`src/rtl/alu_pkg.sv`:
```
// Shared ALU definitions: datapath widths, saturation limits and the serial unit's state encoding.
// Also provides the saturation mux used when a result is committed.
package alu_pkg;

    localparam int WIDTH = 16;
    localparam int NIB   = 4;
    localparam int NIBS  = WIDTH / NIB;

    localparam logic [WIDTH-1:0] SAT_MAX = 16'h7FFF;
    localparam logic [WIDTH-1:0] SAT_MIN = 16'h8000;

    typedef enum logic [1:0] {
        IDLE = 2'd0,
        CALC = 2'd1,
        DONE = 2'd2
    } state_t;

    // On overflow the sign of A tells which rail was crossed.
    function automatic logic [WIDTH-1:0] sat_result(
        input logic [WIDTH-1:0] raw,
        input logic             ovf,
        input logic             a_sign
    );
        if (!ovf)
            return raw;
        else if (a_sign)
            return SAT_MIN;
        else
            return SAT_MAX;
    endfunction

endpackage

```
`src/rtl/cla_4bit.sv`:
```
// 4-bit carry-lookahead slice: all carries are flattened sum-of-products of the
// generate/propagate terms, so no carry ripples between bit positions.
module cla_4bit (
    input  logic [3:0] a,
    input  logic [3:0] b,
    input  logic       cin,
    output logic [3:0] sum,
    output logic       cout
);

    logic [3:0] p;
    logic [3:0] g;
    logic [4:0] c;

    assign p = a ^ b;
    assign g = a & b;

    assign c[0] = cin;
    assign c[1] = g[0] | (p[0] & cin);
    assign c[2] = g[1] | (p[1] & g[0]) | (p[1] & p[0] & cin);
    assign c[3] = g[2] | (p[2] & g[1]) | (p[2] & p[1] & g[0]) | (p[2] & p[1] & p[0] & cin);
    assign c[4] = g[3] | (p[3] & g[2]) | (p[3] & p[2] & g[1]) | (p[3] & p[2] & p[1] & g[0])
                | (p[3] & p[2] & p[1] & p[0] & cin);

    genvar gi;
    generate
        for (gi = 0; gi < 4; gi++) begin : g_sum
            assign sum[gi] = p[gi] ^ c[gi];
        end
    endgenerate

    assign cout = c[4];

endmodule

```
`src/rtl/sat_addsub_serial.sv`:
```
// Nibble-serial 16-bit saturating add/sub: one shared 4-bit CLA slice runs for four
// cycles, then the saturated result, raw carry and overflow flag are held until consumed.
module sat_addsub_serial
    import alu_pkg::*;
(
    input  logic             clk,
    input  logic             rst,
    input  logic             in_valid,
    output logic             in_ready,
    input  logic [WIDTH-1:0] a,
    input  logic [WIDTH-1:0] b,
    input  logic             sub,
    output logic             out_valid,
    input  logic             out_ready,
    output logic [WIDTH-1:0] sum,
    output logic             cout,
    output logic             v
);

    state_t           state;
    logic [WIDTH-1:0] a_reg;
    logic [WIDTH-1:0] b_reg;
    logic [WIDTH-1:0] raw_reg;
    logic             carry_reg;
    logic [1:0]       cnt_reg;

    logic [NIB-1:0]   slice_sum;
    logic             slice_cout;
    logic [WIDTH-1:0] raw_full;
    logic             ovf;

    cla_4bit u_slice (
        .a    (a_reg[cnt_reg*NIB +: NIB]),
        .b    (b_reg[cnt_reg*NIB +: NIB]),
        .cin  (carry_reg),
        .sum  (slice_sum),
        .cout (slice_cout)
    );

    // Only meaningful on the last nibble: the top slice is still on the slice output.
    assign raw_full = {slice_sum, raw_reg[WIDTH-NIB-1:0]};
    assign ovf      = (a_reg[WIDTH-1] == b_reg[WIDTH-1]) && (raw_full[WIDTH-1] != a_reg[WIDTH-1]);

    always_ff @(posedge clk or posedge rst) begin
        if (rst) begin
            state     <= IDLE;
            in_ready  <= 1'b1;
            out_valid <= 1'b0;
            sum       <= '0;
            cout      <= 1'b0;
            v         <= 1'b0;
            cnt_reg   <= '0;
            carry_reg <= 1'b0;
            a_reg     <= '0;
            b_reg     <= '0;
            raw_reg   <= '0;
        end else begin
            case (state)
                IDLE: begin
                    if (in_valid) begin
                        a_reg     <= a;
                        b_reg     <= b ^ {WIDTH{sub}};
                        carry_reg <= sub;
                        cnt_reg   <= '0;
                        in_ready  <= 1'b0;
                        state     <= CALC;
                    end
                end
                CALC: begin
                    raw_reg[cnt_reg*NIB +: NIB] <= slice_sum;
                    carry_reg                   <= slice_cout;
                    cnt_reg                     <= cnt_reg + 2'd1;
                    if (cnt_reg == 2'd3) begin
                        sum       <= sat_result(raw_full, ovf, a_reg[WIDTH-1]);
                        cout      <= slice_cout;
                        v         <= ovf;
                        out_valid <= 1'b1;
                        state     <= DONE;
                    end
                end
                DONE: begin
                    if (out_ready) begin
                        out_valid <= 1'b0;
                        in_ready  <= 1'b1;
                        state     <= IDLE;
                    end
                end
                default: begin
                    out_valid <= 1'b0;
                    in_ready  <= 1'b1;
                    state     <= IDLE;
                end
            endcase
        end
    end

endmodule
```
`config.mk`:
```
export PLATFORM = sky130hd
export DESIGN_NAME = sat_addsub_serial
export DESIGN_NICKNAME = d
export VERILOG_FILES = /design/src/rtl/alu_pkg.sv /design/src/rtl/cla_4bit.sv /design/src/rtl/sat_addsub_serial.sv
export SDC_FILE = /design/constraint.sdc
export NUM_CORES = 1
export LEC_CHECK = 0
export ABC_AREA = 1
export CAP_MARGIN = 10
export CORE_MARGIN = 3
export CORE_UTILIZATION = 40
export CTS_CLUSTER_DIAMETER = 100
export CTS_CLUSTER_SIZE = 28
export DETAILED_ROUTE_END_ITERATION = 10
export PLACE_DENSITY = 0.62
export SLEW_MARGIN = 40
export SYNTH_ARGS = -nofsm -noshare
export SYNTH_HDL_FRONTEND = slang
export SYNTH_SLANG_ARGS = --single-unit
```
`constraint.sdc`:
```
create_clock -name clk -period 3.8 [get_ports clk]
set_clock_uncertainty 0.2 [all_clocks]
set_input_delay 0.57 -clock clk [delete_from_list [all_inputs] [get_ports clk]]
set_output_delay 0.57 -clock clk [all_outputs]
set_load 0.05 [all_outputs]
```
==> results of run 1 <==
[layout make-up]
type	instances	share of cell area (%)
multi-input cells	294	34.4
clock inverters	6	2.03
inverters	35	3.09
repair buffers	59	13.6
flip-flops and latches	69	40.6
well taps	105	3.09
clock buffers	10	3.24
[routing by layer]
metal,routed length (um),vias up,global-route usage [%]
met1,3320,1250,20.2
met3,313,8,3.00
met2,3490,59,27.5
li1,-,1412,-
met5,0,-,0
met4,101,0,5.67
[power groups by stage]
stage	logic [mW]	clock network, mW	registers, mW
detailed placement	2.15	0	1.27
global route	2.42	0.714	1.30
floorplan	1.34	0	1.49
global placement	2.10	0	1.26
finish	2.14	0.665	1.26
CTS	2.16	0.679	1.26
[cell families (layout without fill, tap and decap cells)]
group / count (synthesis) / after routing / share of synthesized area, %
buffers and inverters: 51 / 110 / 6.25
AOI/OAI and AO/OA: 61 / 61 / 9.30
and+or+nand+nor: 204 / 204 / 24.8
DFF: 69 / 69 / 50.8
adders and majority gates: 11 / 11 / 4.27
xor gates and xnor gates: 18 / 18 / 4.63
[critical path: stages (launching register included)]
cell      delay, ps
dfrtp_1         540
clkinv_1        370
o21ai_0         190
o22ai_1         110
ha_1            350
or2_0           230
nand2_1          90
nand2_1          70
nand2_2         110
nand4_2         340
nand2_1         170
inv_1            60
nand2_1          60
[Yosys cell counts (2+ instances only)]
cell type	instances	share of area (%)
buf_2	2	0.29
buf_6	2	0.66
clkbuf_1	11	1.2
clkinv_1	2	0.22
dfrtp_1	68	50
ha_1	10	3.7
inv_1	32	3.5
nand2_1	161	18
nand2_2	2	0.37
nand3_1	6	0.88
nand3_2	3	0.88
nand4_1	3	0.55
nor2_1	22	2.4
nor2_4	2	0.66
o21ai_0	51	7.5
o22ai_1	9	1.7
xnor2_1	18	4.6
[worst min path at each step]
stage / from / end / slack [ps] / cells after the start
5_1_grt: in_ready / in_ready / 290 / 2
3_5_place_dp: raw_reg[1] / sum[1] / 250 / 2
3_3_place_gp: in_ready / in_ready / 250 / 2
2_1_floorplan: raw_reg[0] / sum[0] / 240 / 2
6_report: in_ready / in_ready / 260 / 2
4_1_cts: in_ready / in_ready / 270 / 2
[metrics by stage]
step | util (%) | cells
after floorplan | - | 414
after CTS | 51.5 | 578
after global routing | 51.5 | 578
after detailed placement | 48.8 | 562
final | 51.5 | 578
after global placement | 48.9 | 562
==> metrics.cfg, run 1 <==
[place]
place_hpwl_um=5160
post-place-ws_ps=888
placed_area_um2=4030
numPortBuffers=56
routabilityCongestion=0.805

[sta]
maxSlewViolCount=0
tightest_slew_ps=596
finalHoldViolCount=0
fin_ws_ps=854
setup_viol=0
final.setup.tns_ps=0
holdWs_ps=264
rsz0062_at_grt=no
timing.slew.headroom_pct=60.2
period_share_pct=77.5
max_freq_ghz=0.339
period_needed_ps=2950

[pwr]
combPwrFrac_pct=52.6
cellPowerDensity_nw_per_um2=954
p_sw_share_pct=46.4
seqPwrFrac_pct=31.0
finalPower_mw=4.06
internal_power_mw=2.18
ir_worst_vdd_mv=0.356
p_leak_nw=2.13
switching_power_mw=1.88
pwr-share-clk_pct=16.4

[cells_and_area]
final_cell_mix=nand2_1, dfrtp_1, clkdlybuf4s50_1
regArea_um2=1730
diodes=0
final_common_cell=nand2_1
nets=516
fin_area_um2=4250
drive_above_1_share_pct=6.98
synthToLayoutAreaGrowth_pct=25.0
fillers=816
multi_input_area_um2=1460

[setup_path]
endpoint=sum[12]
cp_max_fo=15
cp-end-kind=register
cp.arrival_ps=3020
start_kind=register
crit_start=cnt_reg[1]
cp.required_ps=3880
reg2reg_depth=12
r2r_start=cnt_reg[1]
path_class=reg -> reg
reg2reg_slack_ps=850
reg2reg_to=sum[12]

[clock_network]
cts.htree.levels=3
clkTransAtPathRegs_ps=80
cts_tree=built
clkSinkCount=69
clk_latency_ps=350
ctsResizeCount=0
cts_hold_buf=0
post-cts-setup-buffers=0
numCtsBuffers=9
clock-root-buffer=clkbuf_8
cts.path.max_buffers=2

[outcome]
status=completed

[routing]
wl_um=7220
avgViaCountPerCell=4.72
wl_per_cell_um=12.5
drt_iter0_drc=108
drc=0
drtPass1Iterations=4
final_antenna_net_count=0
via_count=2729

[die]
coreArea_um2=8260
die_x_um=98.2
floorplan.io_pins=57
die_y_um=98.2
start_util_pct=41.2
rows=33
die-area_um2=9650

[global_routing]
grt_util_all_layers_pct=16.0
grt_max_degree=47
grt-ovfl-total=0
grt_pass1_vias=2640
grt_pass1_wl_um=12500
antenna_found_initial=0

[yosys]
netlist_area_um2=3400
synth_cells=414
seq_area_frac_synth_pct=50.8
syn-num-nets=462
synth.ff_latch_count=69
async_flop_share_pct=100
synth_edf_count=0
avgSynthCellArea_um2=8.22
synthFlopType=dfrtp_1
synth_cell_type_count=27
synth_warnings=0

[worst_hold_path]
hp-class=reg -> reg

[flow_run]
max_cap_violations=0

Note: power is estimated with default switching activity, not from simulation.
==> run 2, diff against run 1 <==
- clock period: 3.8 -> 3 ns (I/O delays scaled with it)
==> metrics.cfg, run 2 (same netlist as run 1, synthesis figures left out) <==
[outcome]
status=completed  ; unchanged

[pwr]
finalPower_mw=4.99  ; was 4.06 mW
pwr-share-clk_pct=13.1  ; was 16.4%
combPwrFrac_pct=55.4  ; was 52.6%
seqPwrFrac_pct=31.5  ; was 31.0%
p_leak_nw=2.11  ; was 2.13 nW
internal_power_mw=2.61  ; was 2.18 mW
cellPowerDensity_nw_per_um2=1170  ; was 954 nW/um2
switching_power_mw=2.38  ; was 1.88 mW
ir_worst_vdd_mv=0.597  ; was 0.356 mV
p_sw_share_pct=47.7  ; was 46.4%

[cells_and_area]
synthToLayoutAreaGrowth_pct=24.9  ; was 25.0%
final_cell_mix=nand2_1, dfrtp_1, clkdlybuf4s50_1  ; unchanged
fin_util_pct=51.4  ; was 51.5%
nets=521  ; was 516
drive_above_1_share_pct=7.34  ; was 6.98%
fin_cells=582  ; was 578
diodes=0  ; unchanged
fin_area_um2=4250  ; about the same
final_common_cell=nand2_1  ; unchanged

[place]
place_hpwl_um=5180  ; was 5160 um
dpl.cell_count=567  ; was 562
placed_area_um2=4070  ; was 4030 um2
post-place-ws_ps=322  ; was 888 ps
numPortBuffers=56  ; unchanged
routabilityCongestion=0.821  ; was 0.805

[worst_hold_path]
hp-class=reg -> reg  ; unchanged

[global_routing]
grt_max_degree=36  ; was 47
grt-ovfl-total=0  ; unchanged
antenna_found_initial=0  ; unchanged
grt_pass1_vias=2667  ; was 2640
grt_util_all_layers_pct=15.9  ; was 16.0%
grt_pass1_wl_um=12400  ; was 12500 um

[sta]
maxSlewViolCount=0  ; unchanged
period_needed_ps=2620  ; was 2950 ps
rsz0062_at_grt=no  ; unchanged
finalHoldViolCount=0  ; unchanged
final.setup.tns_ps=0  ; unchanged
period_share_pct=87.4  ; was 77.5%
holdWs_ps=261  ; was 264 ps
max_freq_ghz=0.381  ; was 0.339 GHz
tightest_slew_ps=499  ; was 596 ps
timing.slew.headroom_pct=66.6  ; was 60.2%
setup_viol=0  ; unchanged
fin_ws_ps=377  ; was 854 ps

[die]
floorplan.io_pins=57  ; unchanged
die-area_um2=9650  ; unchanged
die_y_um=98.2  ; unchanged
start_util_pct=41.2  ; unchanged
die_x_um=98.2  ; unchanged
coreArea_um2=8260  ; unchanged
rows=33  ; unchanged

[routing]
avgViaCountPerCell=4.74  ; was 4.72
wl_per_cell_um=12.3  ; was 12.5 um
final_antenna_net_count=0  ; unchanged
drc=0  ; unchanged
drt_iter0_drc=72  ; was 108
drtPass1Iterations=4  ; unchanged
via_count=2756  ; was 2729
wl_um=7170  ; was 7220 um

[setup_path]
reg2reg_slack_ps=380  ; was 850 ps
cp_max_fo=16  ; was 15
cp.arrival_ps=2660  ; was 3020 ps
reg2reg_depth=12  ; unchanged
crit_start=cnt_reg[0]  ; was cnt_reg[1]
r2r_start=cnt_reg[0]  ; was cnt_reg[1]
cp-end-kind=register  ; unchanged
cp.required_ps=3040  ; was 3880 ps
path_class=reg -> reg  ; unchanged
endpoint=sum[2]  ; was sum[12]
start_kind=register  ; unchanged
reg2reg_to=sum[2]  ; was sum[12]

[clock_network]
clock-root-buffer=clkbuf_8  ; unchanged
cts.htree.levels=3  ; unchanged
numCtsBuffers=9  ; unchanged
clkTransAtPathRegs_ps=70  ; was 80 ps
clkSinkCount=69  ; unchanged
cts.path.max_buffers=2  ; unchanged
post-cts-setup-buffers=0  ; unchanged
cts_tree=built  ; unchanged
clk_latency_ps=350  ; about the same

[flow_run]
max_cap_violations=0  ; unchanged

[run 2: timing repair]
item,4_1_cts,5_1_grt
hold buffers,0,0
hold endpoints to repair,0,0
endpoints found under the setup margin,0,1
resized for setup,0,1
[run 2: worst min-delay path by stage]
stage	from	end	slack [ps]	cells past startpoint
global route	a_reg[12]	a_reg[12]	300	2
floorplan	raw_reg[0]	sum[0]	240	2
finish	in_ready	in_ready	260	2
global placement	in_ready	in_ready	250	2
detailed placement	in_ready	in_ready	250	2
CTS	in_ready	in_ready	260	2
[run 2: area by class of cell]
| type | instances | area (um2) |
|---|---|---|
| tap | 105 | 131 |
| fill | 805 | 4010 |
| clock buffer | 11 | 141 |
| multi-input combinational | 294 | 1470 |
| clock inverter | 4 | 25.0 |
| inverter | 35 | 131 |
| sequential | 69 | 1730 |
| timing repair buffer | 64 | 621 |
[run 2: power groups by stage]
stage               combinational (mW)  clock, mW  sequential, mW
floorplan                         1.70          0            1.89
global placement                  2.70          0            1.58
detailed placement                2.75          0            1.59
CTS                               2.76      0.677            1.58
global route                      3.11      0.712            1.62
finish                            2.76      0.651            1.57
[run 2: per-layer routing]
layer  GRT usage [%]  vias up  wire [um]
li1                -     1414          -
met4            5.04        0         92
met3            4.43       10        344
met1            20.0     1263       3310
met2            26.6       69       3420
met5               0        -          0
[run 2: critical path: stages, from the launching register on]
cell     delay [ps]
dfrtp_1         390
inv_1           290
o21ai_0         140
o22ai_1         330
ha_1            330
nand4_1         130
nand2_1          80
nand2_2         120
nand2_1         110
nand3_2          90
nand2_4         120
nand2_1         100
nand2_1          50
